### src/rtl/seq_detect_mealy_pkg.sv
// Shared types and elaboration-time helpers for the overlapping serial pattern detector.
// The pattern is read MSB-first: PATTERN[LEN-1] is the first bit received.
package seq_det_pkg;

   localparam int unsigned PAT_MAX   = 16;
   localparam int unsigned LEN_DEF   = 4;
   localparam int unsigned CNT_W_DEF = 8;

   function automatic int unsigned st_width(input int len);
      return int'($clog2(len)) + 1;
   endfunction

   localparam int unsigned ST_W = st_width(LEN_DEF);

   // Bit i of the pattern in arrival order (i = 0 is the first bit received).
   function automatic logic pat_bit(input logic [PAT_MAX-1:0] pattern, input int len,
                                    input int i);
      return pattern[4'(len - 1 - i)];
   endfunction

   // Longest proper prefix of the pattern that is also a suffix of
   // (first k pattern bits followed by b); k+1 == len yields the overlap restart point.
   function automatic int next_state(input int k, input logic b,
                                     input logic [PAT_MAX-1:0] pattern, input int len);
      int   best;
      int   j;
      logic ok;
      logic sb;
      best = 0;
      for (int f = 1; f < PAT_MAX; f++) begin
         if (f < len && f <= k + 1) begin
            ok = 1'b1;
            for (int i = 0; i < PAT_MAX; i++) begin
               if (i < f) begin
                  j  = k + 1 - f + i;
                  sb = (j == k) ? b : pat_bit(pattern, len, j);
                  if (pat_bit(pattern, len, i) != sb) ok = 1'b0;
               end
            end
            if (ok) best = f;
         end
      end
      return best;
   endfunction

   // Longest proper prefix of the pattern that is also a suffix of it.
   function automatic int border_len(input logic [PAT_MAX-1:0] pattern, input int len);
      int   best;
      logic ok;
      best = 0;
      for (int f = 1; f < PAT_MAX; f++) begin
         if (f < len) begin
            ok = 1'b1;
            for (int i = 0; i < PAT_MAX; i++) begin
               if (i < f && pat_bit(pattern, len, i) != pat_bit(pattern, len, len - f + i))
                  ok = 1'b0;
            end
            if (ok) best = f;
         end
      end
      return best;
   endfunction

endpackage

### src/rtl/seq_detect_mealy_if.sv
// Button-side inputs and detector outputs of seq_detect_mealy, bundled for port hookup.
interface seq_detect_mealy_if
   import seq_det_pkg::*;
#(
   parameter int unsigned CNT_W = CNT_W_DEF,
   parameter int unsigned SW    = ST_W
);
   logic             input_pulse;
   logic             input_1;
   logic             bit_valid;
   logic             bit_value;
   logic             detect;
   logic             detect_led;
   logic [CNT_W-1:0] match_count;
   logic [SW-1:0]    state;

   modport master (
      output input_pulse, input_1,
      input  bit_valid, bit_value, detect, detect_led, match_count, state
   );

   modport slave (
      input  input_pulse, input_1,
      output bit_valid, bit_value, detect, detect_led, match_count, state
   );
endinterface

### src/rtl/seq_detect_mealy_pulse_rise_det.sv
// Rising-edge detector on a registered button level; shared by the button stages.
module pulse_rise_det (
   input  logic clk_1H,
   input  logic rst,
   input  logic d,
   output logic rise
);
   logic pulse_q;
   logic pulse_d;

   always_comb pulse_d = d;

   always_ff @(posedge clk_1H or posedge rst) begin
      if (rst) pulse_q <= 1'b0;
      else     pulse_q <= pulse_d;
   end

   // Forced low during reset so a held button cannot strobe before release.
   assign rise = d & ~pulse_q & ~rst;
endmodule

### src/rtl/seq_detect_mealy.sv
// Overlapping Mealy detector: one serial bit per new press, KMP-style fallback on mismatch,
// detect strobe plus held LED flag and saturating match counter.
module seq_detect_mealy
   import seq_det_pkg::*;
#(
   parameter int unsigned     LEN     = LEN_DEF,
   parameter logic [LEN-1:0]  PATTERN = 4'b1011,
   parameter int unsigned     CNT_W   = CNT_W_DEF
) (
   input  logic               clk_1H,
   input  logic               rst,
   seq_detect_mealy_if.slave  bus
);
   localparam int unsigned SW     = st_width(LEN);
   localparam int unsigned TBL_N  = 2 ** (SW + 1);
   localparam int unsigned BORDER = border_len(PAT_MAX'(PATTERN), LEN);

   logic             bit_valid_c;
   logic             detect_c;
   logic             bit_q, bit_d;
   logic [SW-1:0]    state_q, state_d;
   logic             led_q, led_d;
   logic [CNT_W-1:0] cnt_q, cnt_d;
   logic [SW-1:0]    ns_tbl [TBL_N];

   pulse_rise_det u_rise (
      .clk_1H (clk_1H),
      .rst    (rst),
      .d      (bus.input_pulse),
      .rise   (bit_valid_c)
   );

   // Constant transition table indexed by {state, bit}; entries past S(LEN-1) are unreachable.
   for (genvar idx = 0; idx < TBL_N; idx++) begin : g_tbl
      if ((idx / 2) < LEN) begin : g_live
         localparam int NS = next_state(idx / 2, 1'(idx % 2), PAT_MAX'(PATTERN), LEN);
         assign ns_tbl[idx] = SW'(NS);
      end else begin : g_dead
         assign ns_tbl[idx] = '0;
      end
   end

   always_comb begin
      bit_d    = bus.input_1;
      state_d  = state_q;
      led_d    = led_q;
      cnt_d    = cnt_q;
      detect_c = 1'b0;
      if (bit_valid_c) begin
         if (state_q == SW'(LEN - 1) && bit_q == PATTERN[0]) begin
            detect_c = 1'b1;
            state_d  = SW'(BORDER);
         end else begin
            state_d  = ns_tbl[{state_q, bit_q}];
         end
         led_d = detect_c;
         if (detect_c && cnt_q != '1) cnt_d = cnt_q + CNT_W'(1);
      end
   end

   always_ff @(posedge clk_1H or posedge rst) begin
      if (rst) begin
         bit_q   <= 1'b0;
         state_q <= '0;
         led_q   <= 1'b0;
         cnt_q   <= '0;
      end else begin
         bit_q   <= bit_d;
         state_q <= state_d;
         led_q   <= led_d;
         cnt_q   <= cnt_d;
      end
   end

   assign bus.bit_valid   = bit_valid_c;
   assign bus.bit_value   = bit_q;
   assign bus.detect      = detect_c;
   assign bus.detect_led  = led_q;
   assign bus.match_count = cnt_q;
   assign bus.state       = state_q;
endmodule

### src/flat_wrapper.sv
// flat-port wrapper written by rule: the top's interface ports become plain ports
module seq_detect_mealy_flat import seq_det_pkg::*;
#(
   parameter int unsigned     LEN     = LEN_DEF,
   parameter logic [LEN-1:0]  PATTERN = 4'b1011,
   parameter int unsigned     CNT_W   = CNT_W_DEF
)
  (clk_1H, rst, bus_input_pulse, bus_input_1, bus_bit_valid, bus_bit_value, bus_detect, bus_detect_led, bus_match_count, bus_state);
  seq_detect_mealy_if #(.CNT_W(CNT_W), .SW(3)) bus_i ();
  input  logic clk_1H;
  input  logic rst;
  input wire logic [$bits(bus_i.input_pulse)-1:0] bus_input_pulse;
  input wire logic [$bits(bus_i.input_1)-1:0] bus_input_1;
  output wire logic [$bits(bus_i.bit_valid)-1:0] bus_bit_valid;
  output wire logic [$bits(bus_i.bit_value)-1:0] bus_bit_value;
  output wire logic [$bits(bus_i.detect)-1:0] bus_detect;
  output wire logic [$bits(bus_i.detect_led)-1:0] bus_detect_led;
  output wire logic [$bits(bus_i.match_count)-1:0] bus_match_count;
  output wire logic [$bits(bus_i.state)-1:0] bus_state;
  assign bus_i.input_pulse = bus_input_pulse;
  assign bus_i.input_1 = bus_input_1;
  assign bus_bit_valid = bus_i.bit_valid;
  assign bus_bit_value = bus_i.bit_value;
  assign bus_detect = bus_i.detect;
  assign bus_detect_led = bus_i.detect_led;
  assign bus_match_count = bus_i.match_count;
  assign bus_state = bus_i.state;
  seq_detect_mealy #(.LEN(LEN), .PATTERN(PATTERN), .CNT_W(CNT_W)) u_core (.clk_1H(clk_1H), .rst(rst), .bus(bus_i));
endmodule
### config.mk
export PLATFORM = sky130hd
export DESIGN_NAME = seq_detect_mealy_flat
export DESIGN_NICKNAME = d
export VERILOG_FILES = /design/src/rtl/seq_detect_mealy_pkg.sv /design/src/rtl/seq_detect_mealy_if.sv /design/src/rtl/seq_detect_mealy_pulse_rise_det.sv /design/src/rtl/seq_detect_mealy.sv /design/src/flat_wrapper.sv
export SDC_FILE = /design/constraint.sdc
export NUM_CORES = 1
export LEC_CHECK = 0
export ABC_AREA = 1
export CORE_UTILIZATION = 42
export CTS_CLUSTER_DIAMETER = 150
export DETAILED_ROUTE_END_ITERATION = 8
export GPL_ROUTABILITY_DRIVEN = 0
export PLACE_DENSITY_LB_ADDON = 0.1
export SLEW_MARGIN = 20
export SYNTH_ARGS = -nofsm -noshare
export SYNTH_HDL_FRONTEND = slang
export SYNTH_HIERARCHICAL = 1
export SYNTH_SLANG_ARGS = --single-unit
### constraint.sdc
create_clock -name clk_1H -period 1.3 [get_ports clk_1H]
set_input_delay 0.195 -clock clk_1H [delete_from_list [all_inputs] [get_ports clk_1H]]
set_output_delay 0.195 -clock clk_1H [all_outputs]
set_load 0.01 [all_outputs]
# --- Word level (Yosys, flattened, before mapping) ---
# Memory sizes are Yosys's and may differ from the RTL's.
# Cells that the tools add are included.
word_totals:
  regBits: 14
  latch_bits: 0
  ramBits: 0
  rom_bits: 48
  in_bits: 4
  out_inout_bits: 15
  elab_cells: 24
  mem_count: 1
op_classes:
  addsub: 1
  n_mul: 0
  n_div: 0
  magnitude_cmp: 1
  n_eq_ne: 2
  shift: 0
  mux: 6
  bitwise: 5
  reduce_logical: 3
mem_list:
  columns: ["name", "depth", "word_bits", "read_ports", "rd_clocked_by_memory_dff", "write_ports", "line_no", "rtl"]
  rows:
  - ["(no name shown)", 16, 3, 1, 0, 0, "seq_detect_mealy.sv:54", "state_d = ns_tbl[{state_q, bit_q}];"]
op_table:
  columns: ["cell", "n"]
  rows:
  - ["$mux W3", 3]
  - ["$add A8 B1 Y8 const B", 1]
  - ["$ne A8 B8 Y1 const B", 1]
  - ["$ge A5 B5 Y1 const B", 1]
  - ["$not A4 Y5", 1]
  - ["$eq A3 B2 Y1 const B", 1]
  - ["$mux W1", 3]
  - ["$and A1 B1 Y1", 2]
  - ["$logic_and A1 B1 Y1", 2]
  - ["$not A1 Y1", 2]
  - ["$reduce_and A2 Y1", 1]

# --- Depth between registers and ports, before layout ---
depth:
  ltp_word: 6
  depth_mapped: 9
  depth_no_buf: 9

# --- By module ---
# Netlist, hierarchy kept.
modules_own_cells:
  columns: ["mod", "instances", "cells_per_inst", "area_each_um2", "seq_area_each_um2"]
  rows:
  - ["seq_detect_mealy", 1, 82, 683.2, 300.3]
  - ["pulse_rise_det", 1, 4, 41.3, 25.0]

# --- Worst setup path after synthesis ---
# Ideal clock, no wire load.
synth_timing:
  path_type: "register to register"
  startpoint: "register u_core.cnt_q[0] (netlist: u_core/bus.match_count[0])"
  endpoint: "register u_core.cnt_q[2] (netlist: u_core/bus.match_count[2])"
  setup_ns: 0.123
  arrival_ns: 1.154
  t_required_ns: 1.177
  slack_ns: 0.023
  path_stages_with_launch: 8
  n_path_buf: 0
  period_less_slack_ns: 1.277
  cell_sequence: "dfrtp_1 -> ha_1 -> nand3_2 -> clkinv_1 -> nand2_4 -> nand2_8 -> nand2_1 -> o21ai_1"
synth_via:
  elab_chain_len: 3
  elab_cells_between_ends: 4
synth_lines:
  columns: ["item", "line_no", "rtl"]
  rows:
  - ["start: declaration", "seq_detect_mealy.sv:23", "logic [CNT_W-1:0] cnt_q, cnt_d;"]
  - ["start signal: assignment", "seq_detect_mealy.sv:71", "cnt_q <= cnt_d;"]
  - ["parallel branches: the longest is 3 deep, another holds $add A8 B1 Y8", null, null]
# Several ways; the timed one is not identified.
# A chain may end at the register's enable or synchronous reset.

# --- Worst setup path after layout ---
layout_timing:
  startpoint: "register u_core.u_rise.pulse_q"
  endpoint: "output port bus_detect"
layout_via:
  elab_chain_len: 4
layout_lines:
  columns: ["item", "line_no", "rtl"]
  rows:
  - ["start: declaration", "seq_detect_mealy_pulse_rise_det.sv:8", "logic pulse_q;"]
  - ["start signal: assignment", "seq_detect_mealy_pulse_rise_det.sv:15", "else pulse_q <= pulse_d;"]
  - ["$not A1 Y1", "seq_detect_mealy_pulse_rise_det.sv:19", "assign rise = d & ~pulse_q & ~rst;"]
  - ["$and A1 B1 Y1 (2 in series)", "seq_detect_mealy_pulse_rise_det.sv:19", null]
  - ["$mux W1", "seq_detect_mealy.sv:49", "if (bit_valid_c) begin"]
  - ["end: declaration", "flat_wrapper.sv:16", "output wire logic [$bits(bus_i.detect)-1:0] bus_detect;"]
# No other way between the ends.

==> metrics.txt <==
pin count of the biggest net entering global routing 13; Vert. Die Dim approximately 44 microns; Int Power 854 uW; Synth Area in Compound Gates 4.66%; Synth Area in Adders 3.45%; FF+latch count, synth 13; residual DRC count 0; Final Non-Filler Cells 144; Die X 43.5 microns; f_max 780 MHz; Hold Crit Class primary input to async pin; nets ~140; post-synthesis sequential area ratio 44.9%; Worst Skew 0.00263 ns; max-slew violations 0; clock power share approximately a fifth; Core Util, Final 73.4%; Num CTS Buffers 3; global route total overflow 0; drt pass-1 iters 4; max-cap violations 0; most frequent cells in the layout 31 x nand2_1, 17 x buf_4, 12 x dlygate4sd2_1, 11 x dfrtp_1, 8 x inv_1; Tot GR Track Use 19.2%; ratio of cells with drive above 1 in the final layout about 33%; worst setup margin approximately 0.018 ns; Synth Area in Simple Gates between 30 and 40%; Clock Tree Root clkbuf_4; largest family of logic cells by synthesized area simple AND/OR/NAND/NOR gates; switching power 395 uW; critical path arrival around 1.1 ns; first-pass GRT wire length 2640 microns; VDD IR max approximately 800 uV; hpwl dp 1030 microns; Placed Cells incl. Taps 131; Comb pwr share 39.3%; GR Layer Usage met3 under 10%; total nets after synthesis 92; Pleak 0.605 nW; vias per std cell 4.69; Setup CP Type flop to output pin; Routed Antenna Nets 0; Worst Setup End Kind output pin; boundary pin count 19; CP Launch Type flop; Initial Util 46.5%; number of distinct library cells after synthesis 25; clock latency on the worst-skew pair 0.27 ns; pre-CTS setup slack -0.525 ns; per-cell routed wire length 10.9 microns; status completed; CTS Sinks 13; vias in the first global route 623; CTS clk-pin slew, worst paths 0.07 ns; Flop pwr share 41.4%; leading cell type in the layout, fill and taps excluded nand2_1; Max clock buf depth 2; Area Growth Syn to Fin 57.9%; GR Util met1 25.3%; Crit path required time 1.11 ns; Die Area 1890 sq um; Cell Area, Synth 724 sq um; CTS tree yes; Most Used Layer, Global Route met2; final period utilization 98.6%; xor and xnor area share after synthesis under 10%; core area 1560 sq um; Synth Area per Inst 8.42 sq um; Final setup viols 0; Post-Synthesis Cells 86; switching portion of total power 31.6%; DR vias 676; initial drt markers 10; endpoints failing hold 0; proportion of synthesized area in mux cells 0%; met2 GRT Util 29.4%; IO Port Bufs 17; Total Wirelength 1570 microns; Antenna Cells 0; initial antenna violation count 0; number of cell rows 14; pwr/cell area 1090 nW/um^2; H-tree depth 1; Min Clock Period, post-route around 1.3 ns; Crit Path Max Fanout 2; RSZ-0062 raised after global routing yes; Synth warnings 6
-- power by group through the flow --
stage                     clock (mW)  combinational [mW]  sequential, mW
final                          0.242               0.491           0.517
after global routing           0.275               0.541           0.523
after CTS                      0.256               0.445           0.503
after detailed placement           0               0.418           0.528
after global placement             0               0.414           0.531
after floorplan                    0               0.125           0.564
-- synthesized netlist by cell type (all sizes together) --
library cell,number,area (sq um)
xnor2,3,26.3
buf,1,7.51
nor2,8,56.3
conb,1,3.75
clkinv,1,3.75
a211oi,1,7.51
ha,2,25.0
o21ai,2,10.0
inv,10,42.5
nand2,36,169
a21oi,2,10.0
dfrtp,13,325
nand4,1,6.26
nand3,4,25.0
o22ai,1,6.26
-- cells by family after synthesis --
family	count (synthesis)
AOI/OAI and AO/OA	6
DFF	13
xor gates and xnor gates	3
and+or+nand+nor	49
buffers and inverters	12
adders and majority gates	2
other	1
-- final cells by class --
type,count,area [sq um]
inverter,11,51.3
sequential,13,328
fill,127,415
timing repair buffer,38,323
clock buffer,4,26.3
tap,16,20.0
multi-input combinational,62,395
-- path summary, 6_finish.rpt --
check                                          start                        end  slack [ns]  cells after the start
hold reg to reg                u_core/bus.detect_led      u_core/bus.detect_led        0.53                      2
setup reg to reg           u_core/bus.match_count[1]  u_core/bus.match_count[0]        0.06                      9
setup / recovery               u_core/u_rise/pulse_q                 bus_detect        0.02                      4
min in group clk_1H                  bus_input_pulse      u_core/u_rise/pulse_q        0.18                      1
max in group asynchronous                        rst      u_core/u_rise/pulse_q        0.67                      4
hold / removal                                   rst        u_core/bus.state[0]        0.06                      3
-- flip-flops by register name (all words and copies together) (netlist names) --
name,cells
u_core/bus.state,2
u_core/bus.match_count,8
u_core/u_rise/pulse_q,1
u_core/bus.detect_led,1
u_core/bus.bit_value,1
-- critical path: stages, from the launching register on --
cell and delay [ns]:
dfrtp_1 0.39, nor2_4 0.15, nand2_4 0.08, nor2_8 0.09, buf_6 0.10
-- metal layers --
layer  vias to the layer above  wire (microns)
li1                        351               -
met1                       301             748
met2                        22             717
met3                         2              90
met4                         0              10
met5                         -               0
-- per-stage QoR --
step                      power, mW  setup TNS [ns]  hold WS (ns)  area [sq um]
final                          1.25               0        0.0574          1140
after global routing           1.34         -0.0603        0.0553          1140
after CTS                      1.20         -0.0242        0.0541          1070
after detailed placement      0.947           -3.22         0.493          1000
after global placement        0.946           -3.02         0.482          1000
after floorplan               0.689               0       -0.0733           724
-- repair_timing --
| item | 4_1_cts | 5_1_grt |
|---|---|---|
| resized for setup | 29 | 12 |
| hold endpoints to repair | 1 | 0 |
| setup endpoints to repair | 14 | 11 |
| pin swaps | 1 | 5 |
| hold buffers | 1 | 0 |
| cloned | 0 | 1 |
| setup buffers | 6 | 1 |
No activity file was read; power rests on OpenSTA's default activity.
